## config.mk

```make
export PLATFORM = sky130hd
export DESIGN_NAME = bram_word_loader_flat
export DESIGN_NICKNAME = d
export VERILOG_FILES = /design/src/rtl/bram_word_loader_if.sv /design/src/rtl/bram_word_loader.sv /design/src/flat_wrapper.sv
export SDC_FILE = /design/constraint.sdc
export NUM_CORES = 1
export LEC_CHECK = 0
export ABC_AREA = 1
export CAP_MARGIN = 0
export CORE_AREA = 2 2 76 78
export DETAILED_ROUTE_END_ITERATION = 6
export DIE_AREA = 0 0 78 80
export PLACE_DENSITY = 0.83
export SKIP_LAST_GASP = 1
export SLEW_MARGIN = 20
export SYNTH_ARGS = -nofsm -noshare
export SYNTH_HDL_FRONTEND = slang
export SYNTH_SLANG_ARGS = --single-unit
```

## constraint.sdc

```tcl
create_clock -name CLK -period 3 [get_ports CLK]
set_clock_uncertainty 0.15 [all_clocks]
set_input_delay 0.9 -clock CLK [delete_from_list [all_inputs] [get_ports CLK]]
set_output_delay 0.9 -clock CLK [all_outputs]
set_load 0.05 [all_outputs]
```

## src/rtl/bram_word_loader_if.sv

```systemverilog
// Byte-stream and memory-write bundle for bram_word_loader.
// The master drives the stream and control inputs. The slave (the loader)
// drives the handshake ready, the memory port A write bus and the status flags.
interface bram_word_loader_if #(
  parameter int ADDR_W = 12
);
  logic              start;
  logic [7:0]        in_byte;
  logic              in_valid;
  logic              in_ready;
  logic              flush;
  logic              bram_we;
  logic [ADDR_W-1:0] bram_addr;
  logic [15:0]       bram_din;
  logic [ADDR_W:0]   words_written;
  logic              busy;
  logic              done;
  logic              full;

  modport master (
    output start, in_byte, in_valid, flush,
    input  in_ready, bram_we, bram_addr, bram_din, words_written, busy, done, full
  );

  modport slave (
    input  start, in_byte, in_valid, flush,
    output in_ready, bram_we, bram_addr, bram_din, words_written, busy, done, full
  );
endinterface

```

## src/rtl/bram_word_loader.sv

```systemverilog
// Packs a byte stream big-endian into 16-bit words and writes them to
// consecutive addresses of the sample memory, starting at 0. A load ends on
// flush (a partial word is padded with 0x00) or when the memory is full.
module bram_word_loader #(
  parameter int ADDR_W = 12,
  parameter int DEPTH  = 4096
) (
  input logic                CLK,
  input logic                RST,
  bram_word_loader_if.slave  bus
);

  typedef enum logic [2:0] {
    S_IDLE = 3'd0,
    S_HI   = 3'd1,
    S_LO   = 3'd2,
    S_WR   = 3'd3,
    S_DONE = 3'd4
  } state_t;

  localparam logic [ADDR_W-1:0] LAST_ADDR = ADDR_W'(DEPTH - 1);

  state_t              state_r;
  state_t              state_next_s;

  logic                in_ready_s;
  logic                clear_s;        // start of a new load
  logic                load_hi_s;      // take in_byte as the high byte
  logic                load_word_s;    // LO exit: present the word on the write bus
  logic                set_flushing_s; // word was closed by flush
  logic                finish_wr_s;    // WR cycle completes a write

  logic [ADDR_W-1:0]   addr_r;
  logic [ADDR_W-1:0]   bram_addr_r;
  logic [15:0]         bram_din_r;
  logic [7:0]          hi_r;
  logic [ADDR_W:0]     words_written_r;
  logic                full_r;
  logic                flushing_r;

  // State register.
  always_ff @(posedge CLK) begin
    if (RST) begin
      state_r <= S_IDLE;
    end else begin
      state_r <= state_next_s;
    end
  end

  // Next-state and datapath control decode.
  always_comb begin
    state_next_s   = state_r;
    in_ready_s     = 1'b0;
    clear_s        = 1'b0;
    load_hi_s      = 1'b0;
    load_word_s    = 1'b0;
    set_flushing_s = 1'b0;
    finish_wr_s    = 1'b0;
    case (state_r)
      S_IDLE, S_DONE: begin
        if (bus.start) begin
          clear_s      = 1'b1;
          state_next_s = S_HI;
        end else begin
          state_next_s = state_r;
        end
      end
      S_HI: begin
        in_ready_s = !bus.flush;
        if (bus.flush) begin
          state_next_s = S_DONE;
        end else if (bus.in_valid) begin
          load_hi_s    = 1'b1;
          state_next_s = S_LO;
        end else begin
          state_next_s = S_HI;
        end
      end
      S_LO: begin
        // flush wins over a simultaneous byte; the byte is not taken
        in_ready_s = !bus.flush;
        if (bus.flush) begin
          load_word_s    = 1'b1;
          set_flushing_s = 1'b1;
          state_next_s   = S_WR;
        end else if (bus.in_valid) begin
          load_word_s  = 1'b1;
          state_next_s = S_WR;
        end else begin
          state_next_s = S_LO;
        end
      end
      S_WR: begin
        finish_wr_s = 1'b1;
        if ((addr_r == LAST_ADDR) || flushing_r) begin
          state_next_s = S_DONE;
        end else begin
          state_next_s = S_HI;
        end
      end
      default: begin
        state_next_s = S_IDLE;
      end
    endcase
  end

  // Address counter, byte latch, write-bus registers and status counters.
  always_ff @(posedge CLK) begin
    if (RST) begin
      addr_r          <= '0;
      bram_addr_r     <= '0;
      bram_din_r      <= 16'h0000;
      hi_r            <= 8'h00;
      words_written_r <= '0;
      full_r          <= 1'b0;
      flushing_r      <= 1'b0;
    end else begin
      if (clear_s) begin
        addr_r          <= '0;
        words_written_r <= '0;
        full_r          <= 1'b0;
        flushing_r      <= 1'b0;
      end
      if (load_hi_s) begin
        hi_r <= bus.in_byte;
      end
      if (load_word_s) begin
        // write bus only changes here, so it holds its last values outside WR
        bram_addr_r <= addr_r;
        bram_din_r  <= {hi_r, (set_flushing_s ? 8'h00 : bus.in_byte)};
      end
      if (set_flushing_s) begin
        flushing_r <= 1'b1;
      end
      if (finish_wr_s) begin
        words_written_r <= words_written_r + (ADDR_W + 1)'(1);
        if (addr_r == LAST_ADDR) begin
          // no wrap: the load ends with the last address written
          full_r <= 1'b1;
        end else if (!flushing_r) begin
          addr_r <= addr_r + ADDR_W'(1);
        end
      end
    end
  end

  assign bus.in_ready      = in_ready_s;
  assign bus.bram_we       = (state_r == S_WR);
  assign bus.bram_addr     = bram_addr_r;
  assign bus.bram_din      = bram_din_r;
  assign bus.words_written = words_written_r;
  assign bus.busy          = (state_r == S_HI) || (state_r == S_LO) || (state_r == S_WR);
  assign bus.done          = (state_r == S_DONE);
  assign bus.full          = full_r;

endmodule

```

## src/flat_wrapper.sv

```systemverilog
// flat-port wrapper written by rule: the top's interface ports become plain ports
module bram_word_loader_flat 
#(
  parameter int ADDR_W = 12,
  parameter int DEPTH  = 4096
)
  (CLK, RST, bus_start, bus_in_byte, bus_in_valid, bus_flush, bus_in_ready, bus_bram_we, bus_bram_addr, bus_bram_din, bus_words_written, bus_busy, bus_done, bus_full);
  bram_word_loader_if #(.ADDR_W(ADDR_W)) bus_i ();
  input logic CLK;
  input logic RST;
  input wire logic [$bits(bus_i.start)-1:0] bus_start;
  input wire logic [$bits(bus_i.in_byte)-1:0] bus_in_byte;
  input wire logic [$bits(bus_i.in_valid)-1:0] bus_in_valid;
  input wire logic [$bits(bus_i.flush)-1:0] bus_flush;
  output wire logic [$bits(bus_i.in_ready)-1:0] bus_in_ready;
  output wire logic [$bits(bus_i.bram_we)-1:0] bus_bram_we;
  output wire logic [$bits(bus_i.bram_addr)-1:0] bus_bram_addr;
  output wire logic [$bits(bus_i.bram_din)-1:0] bus_bram_din;
  output wire logic [$bits(bus_i.words_written)-1:0] bus_words_written;
  output wire logic [$bits(bus_i.busy)-1:0] bus_busy;
  output wire logic [$bits(bus_i.done)-1:0] bus_done;
  output wire logic [$bits(bus_i.full)-1:0] bus_full;
  assign bus_i.start = bus_start;
  assign bus_i.in_byte = bus_in_byte;
  assign bus_i.in_valid = bus_in_valid;
  assign bus_i.flush = bus_flush;
  assign bus_in_ready = bus_i.in_ready;
  assign bus_bram_we = bus_i.bram_we;
  assign bus_bram_addr = bus_i.bram_addr;
  assign bus_bram_din = bus_i.bram_din;
  assign bus_words_written = bus_i.words_written;
  assign bus_busy = bus_i.busy;
  assign bus_done = bus_i.done;
  assign bus_full = bus_i.full;
  bram_word_loader #(.ADDR_W(ADDR_W), .DEPTH(DEPTH)) u_core (.CLK(CLK), .RST(RST), .bus(bus_i));
endmodule
```

Yosys cells after proc, flatten, opt, wreduce, memory -nomap -nowiden --
Index checks and enable logic that the tools add are counted.
Word-level totals: flip-flop bits (word level) 66, output and inout bits 46, word-level logic and storage cells 55
Cells by class: equality and inequality tests 6, multiplexer cells 30, add/sub/neg operators 2, reductions and logical operators 9
Operators by type and width (number):
- two-way mux 12 bit | 4
- two-way mux 13 bit | 2
- two-way mux 1 bit | 17
- adder 13 x 1 -> 13 bit, second input constant | 1
- adder 12 x 1 -> 12 bit, second input constant | 1
- == test 12 bit, second input constant | 1
- two-way mux 3 bit | 4
- one-hot mux 3 bit (4 select lines) | 1
- two-way mux 8 bit | 1
- == test 3 x 2 -> 1 bit, second input constant | 2
- nonzero test 2 bit | 2
- OR reduction 2 bit | 2
- == test 3 x 1 -> 1 bit, second input constant | 1
- == test 3 bit, second input constant | 1
- zero test 3 bit | 1
- logical OR 1 bit | 3
- two-way mux 2 bit | 1
- inequality test 2 bit, second input constant | 1
- zero test 1 bit | 1

Depth between registers and ports, before layout --
Gate-level depths: netlist of run 1.
depth in word-level cells 7, mapped depth 9

Worst setup path after synthesis of run 1 --
OpenSTA, ideal clock, no wires.
path type input port to output port, start point input bus_flush, end point output bus_in_ready, required time 1.950 ns, arrival 1.996 ns, stages 1, buffers on the path 0, setup slack -0.046 ns, cell sequence o21ai_0
Between the ends: cells in the longest elaborated chain, start to end 2
Ends and longest elaborated chain:
- from (decl) | RTL line flat_wrapper.sv:14 | input wire logic [$bits(bus_i.flush)-1:0] bus_flush;
- zero test 1 bit | RTL line bram_word_loader.sv:69, bram_word_loader.sv:81
- two-way mux 1 bit
- to (decl) | RTL line flat_wrapper.sv:15 | output wire logic [$bits(bus_i.in_ready)-1:0] bus_in_ready;
No other way between the ends.

Worst setup path after layout of run 1 --
Ends and elaborated chain as after synthesis.

==> flow_summary.ini, run 1 <==
[power]
internal_power_mw = 1.41
sw_frac_of_total_pct = 26.9
leakage_nw = 1.38
switching_power_mw = 0.517
finalPower_mw = 1.93
clkPwrFrac_pct = 39.4
p_per_area_nw_per_um2 = 514
ir_drop_v = 0.000401
power.share.sequential_pct = 47.7
combPwrFrac_pct = 12.9

[floorplan]
die_area_um2 = 6240
start_util_pct = 53.6
io_pins = 59
num_rows = 27
dieWidth_um = 78
core-area_um2 = 5410
die_y_um = 80

[setup_path]
path_class = in2out
r2r_slack_ns = 1.13
worst_path_max_delay_cell = clkdlybuf4s50_1
arrival_ns = 1.89
crit_chain = clkdlybuf4s50_1 -> inv_2 -> nand4_1 -> o21ai_2 -> buf_12
start_kind = primary input
slowest_delay_ns = 0.47
cp.required_ns = 1.95
critPathCaptureType = output port
worst-path-max-fanout = 3

[detailed_routing]
viasPerCell = 5.24
vias = 2849
antenna_left = 0
first_pass_iters = 5
drc = 0
drtIter0Drc = 209
routed_wl_um = 6900
wl_per_cell_um = 12.7

[cells_and_area]
multi_input_area_um2 = 1370
regArea_um2 = 1320
fillCellCount = 467
fin_util_pct = 69.4
area_delta_synth_final_pct = 29.3
n_antenna_cell = 0
fin_nets = 483
drive_gt1_share_pct = 8.90
final_cells = 544

[synthesis]
synth-compound-area-share_pct = 16.4
syn_avg_cell_area_um2 = 7.09
postSynthCellCount = 409
synth-warning-count = 0
synthSimpleGateAreaFrac_pct = 29.8
synthArstFlopShare_pct = 0
synthTopCellsByArea = dfxtp_1, nor2_1, nand2_1, o21ai_0, a21oi_1
synth_area_um2 = 2900
synth_top_cell_area_share_pct = 45.6
synthTopCellsByCount = nor2_1, nand2_1, dfxtp_1
seq_area_frac_synth_pct = 45.6
synth_edf_count = 0
synth.mux.area_fraction_pct = 0
synth_cell_type_count = 28
syn_nets = 424
synth_flop_cell = dfxtp_1
yosys.area.top_type = dfxtp_1
ys_ff_latch = 66
yosysMostFrequentCell = nor2_1
yosys.area_share.adder_pct = 0.863
synth-xor-area-share_pct = 0
synth_top_family_by_area = simple AND/OR/NAND/NOR gates

[clock_tree]
cts.sinks = 66
clk_latency_ns = 0.34
ctsHtreeMaxLevel = 3
cts_tree = done
cts_inserted_buffers = 9
root_buffer = clkbuf_8
cts_resized = 0
cts_setup_buffers = 0
ctsHoldBuffers = 0
path_clk_slew_ns = 0.07
clock_path_buffers = 2

[sta]
final_max_slew_viol_count = 0
setup_violations = 0
hold_viol = 0
final.period_utilization_pct = 98.0
worstMarginPinSlew_ns = 0.508
timing.fmax_mhz = 340
fin_setup_tns_ns = 0
relSlewSlack_pct = 66.0
setup_slack_ns = 0.0587
layout_min_cycle_time_ns = 2.94

[placed_design]
dp_hpwl_um = 4820
portBuffers = 58
place.detailed.instances = 529
place_congestion = 0.868
place_ws_ns = 0.0649

[job]
maxCapViolations = 0

[hold_path]
hold_path.class = reg2reg

[grt]
antenna_found_initial = 0
grt_overflow = 0
grt_start_max_net_pins = 36
grt_pass1_wl_um = 11600
grt_pass1_vias = 2612
globalRouteTotalUtil_pct = 23.6

[outcome]
status = finished clean
[state kept, by name (all words and copies together) (netlist names)]
name and count:
u_core.state_r 3, u_core.addr_r 12, u_core.hi_r 8, u_core.bus.words_written 13
u_core.bus.bram_din 16, u_core.bus.bram_addr 12, u_core.bus.full 1, u_core.flushing_r 1
[power by group through the flow]
stage / Clock [mW] / Combinational (mW) / Sequential, mW
2_1_floorplan: 0 / 0.112 / 0.983
3_3_place_gp: 0 / 0.242 / 0.937
3_5_place_dp: 0 / 0.246 / 0.938
4_1_cts: 0.768 / 0.247 / 0.918
5_1_grt: 0.808 / 0.268 / 0.921
6_report: 0.759 / 0.249 / 0.918
[final timing paths]
path / endpoint / cells after the start / from
setup / recovery: bus_in_ready / 5 / bus_flush
setup reg to reg: u_core.addr_r[6] / 5 / u_core.state_r[0]
hold / removal: u_core.bus.bram_din[4] / 2 / u_core.bus.bram_din[4]
hold reg to reg: u_core.bus.bram_din[4] / 2 / u_core.bus.bram_din[4]
[cell families (layout without fill, tap and decap cells)]
logic type / Yosys count / in the layout
simple gates: 205 / 205
compound gates: 88 / 88
flops: 66 / 66
buf+inv: 48 / 111
fa+ha+maj: 2 / 2
[per-stage QoR]
| step | hold slack [ns] | area (um^2) |
|---|---|---|
| 2_1_floorplan | 0.309 | 2900 |
| 3_3_place_gp | 0.306 | 3540 |
| 5_1_grt | 0.354 | 3750 |
| 6_report | 0.318 | 3750 |
| 3_5_place_dp | 0.311 | 3540 |
| 4_1_cts | 0.323 | 3740 |
[area by class of cell]
| type | instances | share of cell area, % |
|---|---|---|
| Clock buffer | 11 | 4.04 |
| Tap cell | 72 | 2.40 |
| Inverter | 33 | 3.37 |
| Multi-Input combinational cell | 295 | 36.5 |
| Timing Repair Buffer | 63 | 17.0 |
| Clock inverter | 4 | 1.37 |
| Sequential cell | 66 | 35.2 |
[cells in the final DEF (no fill, tap or decap)]
master / count
dfxtp_1: 66
clkdlybuf4s50_1: 54
ha_1: 2
nor3_1: 9
nand2_1: 70
nand3_4: 1
o21ai_2: 1
nand3_2: 2
nand2_2: 2
inv_2: 4
clkinvlp_4: 1
nor2_2: 4
nand3_1: 16
buf_4: 6
o21a_1: 1
o21ai_1: 1
nand4_1: 4
clkbuf_8: 11
a22oi_1: 1
inv_1: 28
clkinv_2: 1
o21ai_0: 46
nor2_1: 95
inv_4: 1
dlymetal6s2s_1: 1
a211oi_1: 5
a31oi_1: 1
clkinv_4: 1
a21oi_1: 29
nor3_2: 2
o31ai_1: 1
a211oi_2: 2
bufinv_16: 1
buf_12: 2
[critical path: cells and delay by family]
family | cells | cell delay (ns)
AO/OA/AOI/OAI | 1 | 0.12
buffers and inverters | 3 | 0.72
AND/OR/NAND/NOR | 1 | 0.15
[metal layers]
metal | vias up | global-route usage (%) | share of wire [%]
li1 | 1456 | - | -
met1 | 1287 | 30.0 | 46
met2 | 93 | 38.7 | 47
met3 | 13 | 4.19 | 4.9
met4 | 0 | 11.4 | 2.0
met5 | - | 0 | 0
(Power assumes the default switching activity.)
==> run 2, diff against run 1 <==
CORE_AREA = 2 2 95 97   (was 2 2 76 78)
DIE_AREA = 0 0 97 99   (was 0 0 78 80)
MAX_ROUTING_LAYER = met4   (was unset)
PLACE_DENSITY = unset   (was 0.83)
REMOVE_ABC_BUFFERS = 1   (was unset)
==> flow_summary.ini, run 2 (synthesis results as in run 1) <==
[sta]
hold_viol = 0
grt_setup_unrepaired = no
setup_slack_ns = 0.0693
worstMarginPinSlew_ns = 0.516
relSlewSlack_pct = 65.5
setup_violations = 0
layout_min_cycle_time_ns = 2.93
holdWs_ns = 0.317
timing.fmax_mhz = 341
fin_setup_tns_ns = 0
final_max_slew_viol_count = 0
final.period_utilization_pct = 97.7

[clock_tree]
cts_tree = done
path_clk_slew_ns = 0.08
cts.sinks = 66
root_buffer = clkbuf_8
clock_path_buffers = 2
ctsHoldBuffers = 0
cts_inserted_buffers = 9
ctsHtreeMaxLevel = 3
clk_latency_ns = 0.34

[detailed_routing]
viasPerCell = 4.84
drc = 0
vias = 2815
drtIter0Drc = 103
antenna_left = 0
routed_wl_um = 7230
first_pass_iters = 4
wl_per_cell_um = 12.4

[placed_design]
place_ws_ns = 0.0501
portBuffers = 58
placed_cell_area_um2 = 3580
place.detailed.instances = 566
dp_hpwl_um = 4920
place_congestion = 0.933

[outcome]
status = finished clean

[grt]
antenna_found_initial = 0
globalRouteTotalUtil_pct = 16.0
grt_pass1_vias = 2660
grt_pass1_wl_um = 12400
grt_util_met3_pct = 2.84
use_met1_pct = 20.3
grt_start_max_net_pins = 42
grt_util_met2_pct = 25.3
grt_overflow = 0
grt.busiest_layer = met2

[hold_path]
min_to = u_core.bus.bram_din[2]
min_from = u_core.bus.bram_din[2]
hold_depth = 2
hold_path.class = reg2reg

[setup_path]
r2r_slack_ns = 1.06
r2r_end = u_core.addr_r[6]
worst-path-max-fanout = 3
r2r_cells = 6
start_kind = primary input
arrival_ns = 1.88
timing.rr.start = u_core.state_r[2]
path_class = in2out
critPathCaptureType = output port
crit_start = bus_flush
cp.required_ns = 1.95

[floorplan]
io_pins = 59
dieWidth_um = 97
die_y_um = 99
core-area_um2 = 8550
start_util_pct = 33.9
die_area_um2 = 9600
num_rows = 34

[cells_and_area]
final_cells = 582
layout_commonest_cell = nor2_1
area_delta_synth_final_pct = 30.5
final_cell_mix = nor2_1, nand2_1, dfxtp_1
drive_gt1_share_pct = 9.07
fin_util_pct = 44.2
fin_nets = 484
largest_reg_flops = 16
n_antenna_cell = 0
design_area_um2 = 3780

[power]
p_per_area_nw_per_um2 = 510
ir_drop_v = 0.000246
finalPower_mw = 1.93
leakage_nw = 1.36

[job]
maxCapViolations = 0
==> run 2: changes by cell type in the layout (fill, tap and decap cells not counted), sizes merged <==
cell          before  now
dlymetal6s2s       1    0
clkinvlp           1    3
buf                8    9
dlygate4sd2        0    1
clkbuf            11   10
==> run 2: metal layers <==
metal  share of wire [%]  routed length [um]  vias up
li1                    -                   -     1455
met1                  48                3450     1281
met2                  46                3340       65
met3                 4.0                 290       14
met4                 2.0                 148        0
met5                   0                   0        -
==> run 2: critical path: stages <==
cell and delay (ns):
clkdlybuf4s50_1 0.45, inv_2 0.07, nand4_1 0.11, o21ai_1 0.17, buf_12 0.17
==> run 2: worst max-delay path by stage <==
stage	end	slack (ns)
4_1_cts	bus_in_ready	0.04
3_3_place_gp	bus_in_ready	0.06
6_report	bus_in_ready	0.07
2_1_floorplan	bus_in_ready	-0.05
5_1_grt	bus_in_ready	0.01
3_5_place_dp	bus_in_ready	0.05
==> run 2: area by class of cell <==
class	instances	area (um^2)
clock buffer	10	138
clock inverter	6	66.3
fill	892	4770
inverter	33	126
multi-input combinational	295	1370
sequential	66	1320
tap	108	135
timing repair buffer	64	629
==> run 2: timing repair <==
| action | CTS | global route |
|---|---|---|
| setup buffers | 0 | 0 |
| resized for setup | 1 | 1 |
| setup endpoints to repair | 1 | 1 |
| pin swaps | 0 | 0 |
==> run 2: power by group <==
part	switching (mW)	total (mW)	internal, mW	leakage, nW
registers	0.0174	0.918	0.900	0.533
logic	0.164	0.244	0.0807	0.733
clock network	0.359	0.765	0.406	0.0945
total	0.540	1.93	1.39	1.36
